===== config.mk =====
export PLATFORM = sky130hd
export DESIGN_NAME = seq_booth_divider_flat
export DESIGN_NICKNAME = d
export VERILOG_FILES = /design/src/rtl/seq_booth_divider_if.sv /design/src/rtl/seq_booth_divider.sv /design/src/flat_wrapper.sv
export SDC_FILE = /design/constraint.sdc
export NUM_CORES = 1
export LEC_CHECK = 0
export ABC_CLOCK_PERIOD_IN_PS = 3720
export CAP_MARGIN = 20
export CORE_ASPECT_RATIO = 1.1
export CORE_UTILIZATION = 60
export DETAILED_ROUTE_END_ITERATION = 8
export DONT_BUFFER_PORTS = 1
export PLACE_DENSITY = 0.76
export SLEW_MARGIN = 25
export SYNTH_ARGS = -nofsm -noshare
export SYNTH_HDL_FRONTEND = slang
export SYNTH_SLANG_ARGS = --single-unit

===== constraint.sdc =====
create_clock -name clk -period 3.72 [get_ports clk]
set_clock_uncertainty 0.1 [all_clocks]
set_input_delay 0.372 -clock clk [delete_from_list [all_inputs] [get_ports clk]]
set_output_delay 0.372 -clock clk [all_outputs]
set_load 0.01 [all_outputs]

===== src/rtl/seq_booth_divider_if.sv =====
// Handshake and operand/result bundle for the sequential divider.
// The requester uses the master modport, the divider uses the slave modport.
interface seq_booth_divider_if #(
    parameter int WIDTH = 32
);
    logic             start;
    logic             is_signed;
    logic [WIDTH-1:0] dividend;
    logic [WIDTH-1:0] divisor;
    logic             busy;
    logic             done;
    logic [WIDTH-1:0] quotient;
    logic [WIDTH-1:0] remainder;
    logic             div_by_zero;

    modport master (
        output start, is_signed, dividend, divisor,
        input  busy, done, quotient, remainder, div_by_zero
    );

    modport slave (
        input  start, is_signed, dividend, divisor,
        output busy, done, quotient, remainder, div_by_zero
    );
endinterface


===== src/rtl/seq_booth_divider.sv =====
// Iterative restoring divider on operand magnitudes: one quotient bit per cycle,
// then a sign-fix cycle. Fixed latency of WIDTH+2 cycles from start to done.
module seq_booth_divider #(
    parameter int WIDTH = 32
) (
    input  logic                clk,
    input  logic                rst,
    seq_booth_divider_if.slave  dif
);
    localparam int CW = $clog2(WIDTH + 1);

    typedef enum logic [1:0] {IDLE, PREP, ITER, FIX} state_t;

    state_t           state_q, state_d;
    logic [WIDTH-1:0] dvd_q, dvd_d;
    logic [WIDTH-1:0] dvs_q, dvs_d;
    logic             sgn_q, sgn_d;
    logic [WIDTH-1:0] dvs_mag_q, dvs_mag_d;
    logic [WIDTH:0]   rem_q, rem_d;
    logic [WIDTH-1:0] quo_q, quo_d;
    logic [CW-1:0]    cnt_q, cnt_d;
    logic             q_neg_q, q_neg_d;
    logic             r_neg_q, r_neg_d;
    logic             dvz_q, dvz_d;
    logic             ovf_q, ovf_d;
    logic             busy_q, busy_d;
    logic             done_q, done_d;
    logic [WIDTH-1:0] quotient_q, quotient_d;
    logic [WIDTH-1:0] remainder_q, remainder_d;
    logic             div_by_zero_q, div_by_zero_d;

    logic [WIDTH:0]   shifted;
    logic [WIDTH:0]   trial;
    logic [WIDTH-1:0] q_fix;
    logic [WIDTH-1:0] r_fix;

    always_comb begin
        state_d       = state_q;
        dvd_d         = dvd_q;
        dvs_d         = dvs_q;
        sgn_d         = sgn_q;
        dvs_mag_d     = dvs_mag_q;
        rem_d         = rem_q;
        quo_d         = quo_q;
        cnt_d         = cnt_q;
        q_neg_d       = q_neg_q;
        r_neg_d       = r_neg_q;
        dvz_d         = dvz_q;
        ovf_d         = ovf_q;
        busy_d        = busy_q;
        done_d        = 1'b0;
        quotient_d    = quotient_q;
        remainder_d   = remainder_q;
        div_by_zero_d = div_by_zero_q;
        shifted       = '0;
        trial         = '0;
        q_fix         = '0;
        r_fix         = '0;

        case (state_q)
            IDLE: begin
                if (dif.start) begin
                    dvd_d   = dif.dividend;
                    dvs_d   = dif.divisor;
                    sgn_d   = dif.is_signed;
                    busy_d  = 1'b1;
                    state_d = PREP;
                end
            end
            PREP: begin
                // Negating the most negative value wraps to itself, which is its magnitude.
                quo_d     = (sgn_q && dvd_q[WIDTH-1]) ? -dvd_q : dvd_q;
                dvs_mag_d = (sgn_q && dvs_q[WIDTH-1]) ? -dvs_q : dvs_q;
                q_neg_d   = sgn_q & (dvd_q[WIDTH-1] ^ dvs_q[WIDTH-1]);
                r_neg_d   = sgn_q & dvd_q[WIDTH-1];
                dvz_d     = (dvs_q == '0);
                ovf_d     = sgn_q && (dvd_q == {1'b1, {(WIDTH-1){1'b0}}}) && (dvs_q == '1);
                rem_d     = '0;
                cnt_d     = CW'(WIDTH);
                state_d   = ITER;
            end
            ITER: begin
                shifted = {rem_q[WIDTH-1:0], quo_q[WIDTH-1]};
                trial   = shifted - {1'b0, dvs_mag_q};
                if (!trial[WIDTH]) begin
                    rem_d = trial;
                    quo_d = {quo_q[WIDTH-2:0], 1'b1};
                end else begin
                    rem_d = shifted;
                    quo_d = {quo_q[WIDTH-2:0], 1'b0};
                end
                cnt_d = cnt_q - CW'(1);
                if (cnt_q == CW'(1)) begin
                    state_d = FIX;
                end
            end
            FIX: begin
                q_fix = q_neg_q ? -quo_q : quo_q;
                r_fix = r_neg_q ? -rem_q[WIDTH-1:0] : rem_q[WIDTH-1:0];
                if (dvz_q) begin
                    quotient_d    = '1;
                    remainder_d   = dvd_q;
                    div_by_zero_d = 1'b1;
                end else if (ovf_q) begin
                    quotient_d    = dvd_q;
                    remainder_d   = '0;
                    div_by_zero_d = 1'b0;
                end else begin
                    quotient_d    = q_fix;
                    remainder_d   = r_fix;
                    div_by_zero_d = 1'b0;
                end
                done_d  = 1'b1;
                busy_d  = 1'b0;
                state_d = IDLE;
            end
            default: state_d = IDLE;
        endcase
    end

    always_ff @(posedge clk) begin
        if (rst) begin
            state_q       <= IDLE;
            dvd_q         <= '0;
            dvs_q         <= '0;
            sgn_q         <= 1'b0;
            dvs_mag_q     <= '0;
            rem_q         <= '0;
            quo_q         <= '0;
            cnt_q         <= '0;
            q_neg_q       <= 1'b0;
            r_neg_q       <= 1'b0;
            dvz_q         <= 1'b0;
            ovf_q         <= 1'b0;
            busy_q        <= 1'b0;
            done_q        <= 1'b0;
            quotient_q    <= '0;
            remainder_q   <= '0;
            div_by_zero_q <= 1'b0;
        end else begin
            state_q       <= state_d;
            dvd_q         <= dvd_d;
            dvs_q         <= dvs_d;
            sgn_q         <= sgn_d;
            dvs_mag_q     <= dvs_mag_d;
            rem_q         <= rem_d;
            quo_q         <= quo_d;
            cnt_q         <= cnt_d;
            q_neg_q       <= q_neg_d;
            r_neg_q       <= r_neg_d;
            dvz_q         <= dvz_d;
            ovf_q         <= ovf_d;
            busy_q        <= busy_d;
            done_q        <= done_d;
            quotient_q    <= quotient_d;
            remainder_q   <= remainder_d;
            div_by_zero_q <= div_by_zero_d;
        end
    end

    assign dif.busy        = busy_q;
    assign dif.done        = done_q;
    assign dif.quotient    = quotient_q;
    assign dif.remainder   = remainder_q;
    assign dif.div_by_zero = div_by_zero_q;
endmodule


===== src/flat_wrapper.sv =====
// flat-port wrapper written by rule: the top's interface ports become plain ports
module seq_booth_divider_flat 
#(
    parameter int WIDTH = 32
)
  (clk, rst, dif_start, dif_is_signed, dif_dividend, dif_divisor, dif_busy, dif_done, dif_quotient, dif_remainder, dif_div_by_zero);
  seq_booth_divider_if #(.WIDTH(WIDTH)) dif_i ();
  input  logic clk;
  input  logic rst;
  input wire logic [$bits(dif_i.start)-1:0] dif_start;
  input wire logic [$bits(dif_i.is_signed)-1:0] dif_is_signed;
  input wire logic [$bits(dif_i.dividend)-1:0] dif_dividend;
  input wire logic [$bits(dif_i.divisor)-1:0] dif_divisor;
  output wire logic [$bits(dif_i.busy)-1:0] dif_busy;
  output wire logic [$bits(dif_i.done)-1:0] dif_done;
  output wire logic [$bits(dif_i.quotient)-1:0] dif_quotient;
  output wire logic [$bits(dif_i.remainder)-1:0] dif_remainder;
  output wire logic [$bits(dif_i.div_by_zero)-1:0] dif_div_by_zero;
  assign dif_i.start = dif_start;
  assign dif_i.is_signed = dif_is_signed;
  assign dif_i.dividend = dif_dividend;
  assign dif_i.divisor = dif_divisor;
  assign dif_busy = dif_i.busy;
  assign dif_done = dif_i.done;
  assign dif_quotient = dif_i.quotient;
  assign dif_remainder = dif_i.remainder;
  assign dif_div_by_zero = dif_i.div_by_zero;
  seq_booth_divider #(.WIDTH(WIDTH)) u_core (.clk(clk), .rst(rst), .dif(dif_i));
endmodule

==> results.yml <==
run_status:
  status: "completed"
yosys:
  async_flop_share: 0
  synth_nets: 1852
  synth_area_per_cell_um2: 7.88
  ys_seq_elements: 240
  ys.flop_type: "dfxtp_1"
  synth_edf_count: 0
  netlist_area_mm2: 0.0137
  ys_seq_area_frac: 0.350
  synth_cell_types: 72
  yosys_warnings: 0
  synthCells: 1740
drt:
  drc: 0
  postRouteAntennaNets: 0
  drt_iter0_drc: 949
  wl_per_cell_um: 19.3
  dr.pass1.iters: 6
  drt_wl_total_um: 39700
  vias_per_cell: 6.27
  via_count: 12900
timing:
  finalHoldViolCount: 0
  setup_viol: 0
  relSlewSlack: 0.295
  setup_ws_ps: 199
  timing.final.crit_share: 0.947
  min_period_ps: 3520
  fmax_mhz: 284
  rsz0062_at_grt: "false"
  tightest_slew_ps: 1060
  fin_tns_setup_ps: 0
  finalMaxSlewViolations: 0
critical_path:
  crit_buf_inv: 1
  cp_data_arrival_time_ps: 3840
  path_max_fanout: 10
  endpoint_kind: "flip-flop"
  timing.rr.start: "u_core.quo_q[31]"
  timing.critical_path.cells: "inv_1 > ha_1 > fa_1 > nand2b_1 > a21o_1 > a2111o_1 > a21boi_1 > o21ai_0 > and3b_2 > or2_2 > a32oi_1 > o21ai_0"
  worstSetupPathType: "reg2reg"
  max_stage_delay_ps: 400
  worst_r2r_endpoint: "u_core.rem_q[25]"
  cp_top_family: "compound AO/OA/AOI/OAI gates"
  rr_worst_depth: 12
  cp_common_cell: "o21ai_0"
  rrSetupSlack_ps: 200
  cp.required_ps: 4040
  slowest_stage: "fa_1"
  cp-start-kind: "flip-flop"
floorplanning:
  io_pins: 135
  dieArea_mm2: 0.0235
  fp-row-count: 57
  die_y_um: 161
  start_util: 0.616
  die_w_um: 146
  core_area_mm2: 0.0223
clocking:
  cts.sinks: 240
  cts_tree: "built"
  clock_latency_ps: 540
  clockBufferDepth: 3
  numCtsBuffers: 27
  root_buffer: "clkbuf_16"
  clkTransAtPathRegs_ps: 60
  cts-htree-levels: 1
final_layout:
  final_common_cell: "nand2_1"
  multi_input_area_mm2: 0.00819
  n_antenna_cell: 0
  final_layout_size_suffix_gt1_frac: 0.0674
  area_growth_pct: 14.0
  final_cell_mix: "nand2_1 (248), dfxtp_1 (239), a21oi_1 (144)"
  fill_cells: 1799
  seq_area_mm2: 0.00481
  finalNetCount: 1856
  final_util: 0.702
worst_hold_path:
  min_from: "rst"
  min_to: "u_core.dif.done"
  hold_depth: 2
  hold_path_class: "in2reg"
global_route:
  grt_max_degree: 187
  overflow: 0
  grt_pass1_wl_um: 63100
  grtUsageTotal: 0.330
  antenna_found_initial: 0
  grt_pass1_vias: 12100
power_and_ir_drop:
  vdd_drop_max_v: 0.000482
  powerDensity_mw_per_mm2: 702
  p_leak_nw: 5.86
place:
  dp_slack_ps: 168
  place.gp.congestion: 0.909
  portBuffers: 0
  hpwl_um: 26800
job:
  maxCapViolations: 0
[layer usage]
metal  up-vias  part of all wire  wire length (um)  track usage
met4         0             0.047              1870        0.156
met2       484              0.49             19400        0.570
met5         -                 0                 0            0
li1       6181                 -                 -            -
met3       128             0.066              2610       0.0500
met1      6116              0.40             15800        0.401
[area by class of cell]
class	count	share of cell area
clock inverter	13	0.0132
tap	295	0.0236
clock buffer	37	0.0514
timing repair buffer	104	0.0647
inverter	64	0.0154
multi-input combinational	1307	0.524
sequential	240	0.308
[cells in the mapped netlist, types with 17 or more instances]
cell type | number | area share
xor2_1 | 79 | 0.050
or3_1 | 18 | 0.0082
mux2i_1 | 51 | 0.037
nor3_1 | 28 | 0.010
inv_1 | 63 | 0.017
ha_1 | 43 | 0.039
a21oi_1 | 144 | 0.053
o31ai_1 | 28 | 0.015
a22oi_1 | 27 | 0.015
nand2_1 | 249 | 0.068
xnor2_1 | 64 | 0.041
o22ai_1 | 51 | 0.023
nor2_1 | 141 | 0.039
dfxtp_1 | 240 | 0.35
o21ai_0 | 126 | 0.046
nand4_1 | 17 | 0.0078
clkbuf_1 | 111 | 0.030
a211oi_1 | 45 | 0.025
[where the power goes]
group / leakage [nW] / internal (W) / total [W] / switching (W)
clock: 0.494 / 0.00186 / 0.00296 / 0.00110
sequential: 1.95 / 0.00299 / 0.00355 / 0.000561
combinational: 3.41 / 0.00179 / 0.00446 / 0.00267
total: 5.86 / 0.00663 / 0.0110 / 0.00433
[worst max path at each step]
stage | from | end | slack (ps) | cells past startpoint
after floorplan | u_core.quo_q[31] | u_core.rem_q[9] | 420 | 14
after global placement | u_core.quo_q[31] | u_core.rem_q[15] | 250 | 12
after global routing | u_core.quo_q[31] | u_core.rem_q[12] | 20 | 13
after CTS | u_core.quo_q[31] | u_core.rem_q[25] | 130 | 12
after detailed placement | u_core.quo_q[31] | u_core.rem_q[15] | 170 | 12
final | u_core.quo_q[31] | u_core.rem_q[25] | 200 | 12
[cells by family after synthesis]
logic type               synth area share
AO/OA/AOI/OAI                       0.236
XOR/XNOR                           0.0913
adder cells (fa/ha/maj)            0.0407
buffers and inverters              0.0538
flip-flops                          0.350
multiplexers                       0.0471
AND/OR/NAND/NOR                     0.181
[registers in the layout (all words and copies together) (netlist names)]
signal / cells
u_core.cnt_q: 6
u_core.dif.busy: 1
u_core.dif.div_by_zero: 1
u_core.dif.done: 1
u_core.dif.quotient: 32
u_core.dif.remainder: 32
u_core.dvd_q: 32
u_core.dvs_mag_q: 32
u_core.dvs_q: 32
u_core.dvz_q: 1
u_core.ovf_q: 1
u_core.q_neg_q: 1
u_core.quo_q: 32
u_core.r_neg_q: 1
u_core.rem_q: 32
u_core.sgn_q: 1
u_core.state_q: 2
[through the flow]
stage,instance area [um2],power [W],hold WS (ps),std cells
2_1_floorplan,13700,0.00682,338,1740
3_3_place_gp,13800,0.00767,355,1930
3_5_place_dp,13800,0.00776,366,1930
4_1_cts,15600,0.0109,10.2,2060
5_1_grt,15600,0.0116,60.4,2060
6_report,15600,0.0110,30.8,2060
[repair_timing]
| action | CTS | global route |
|---|---|---|
| endpoints found under the setup margin | 0 | 34 |
| buffers inserted | 0 | 0 |
| hold endpoints to repair | 207 | 0 |
| hold buffers | 80 | 0 |
| resized for setup | 0 | 3 |
Power figures use the tool's default switching activity.
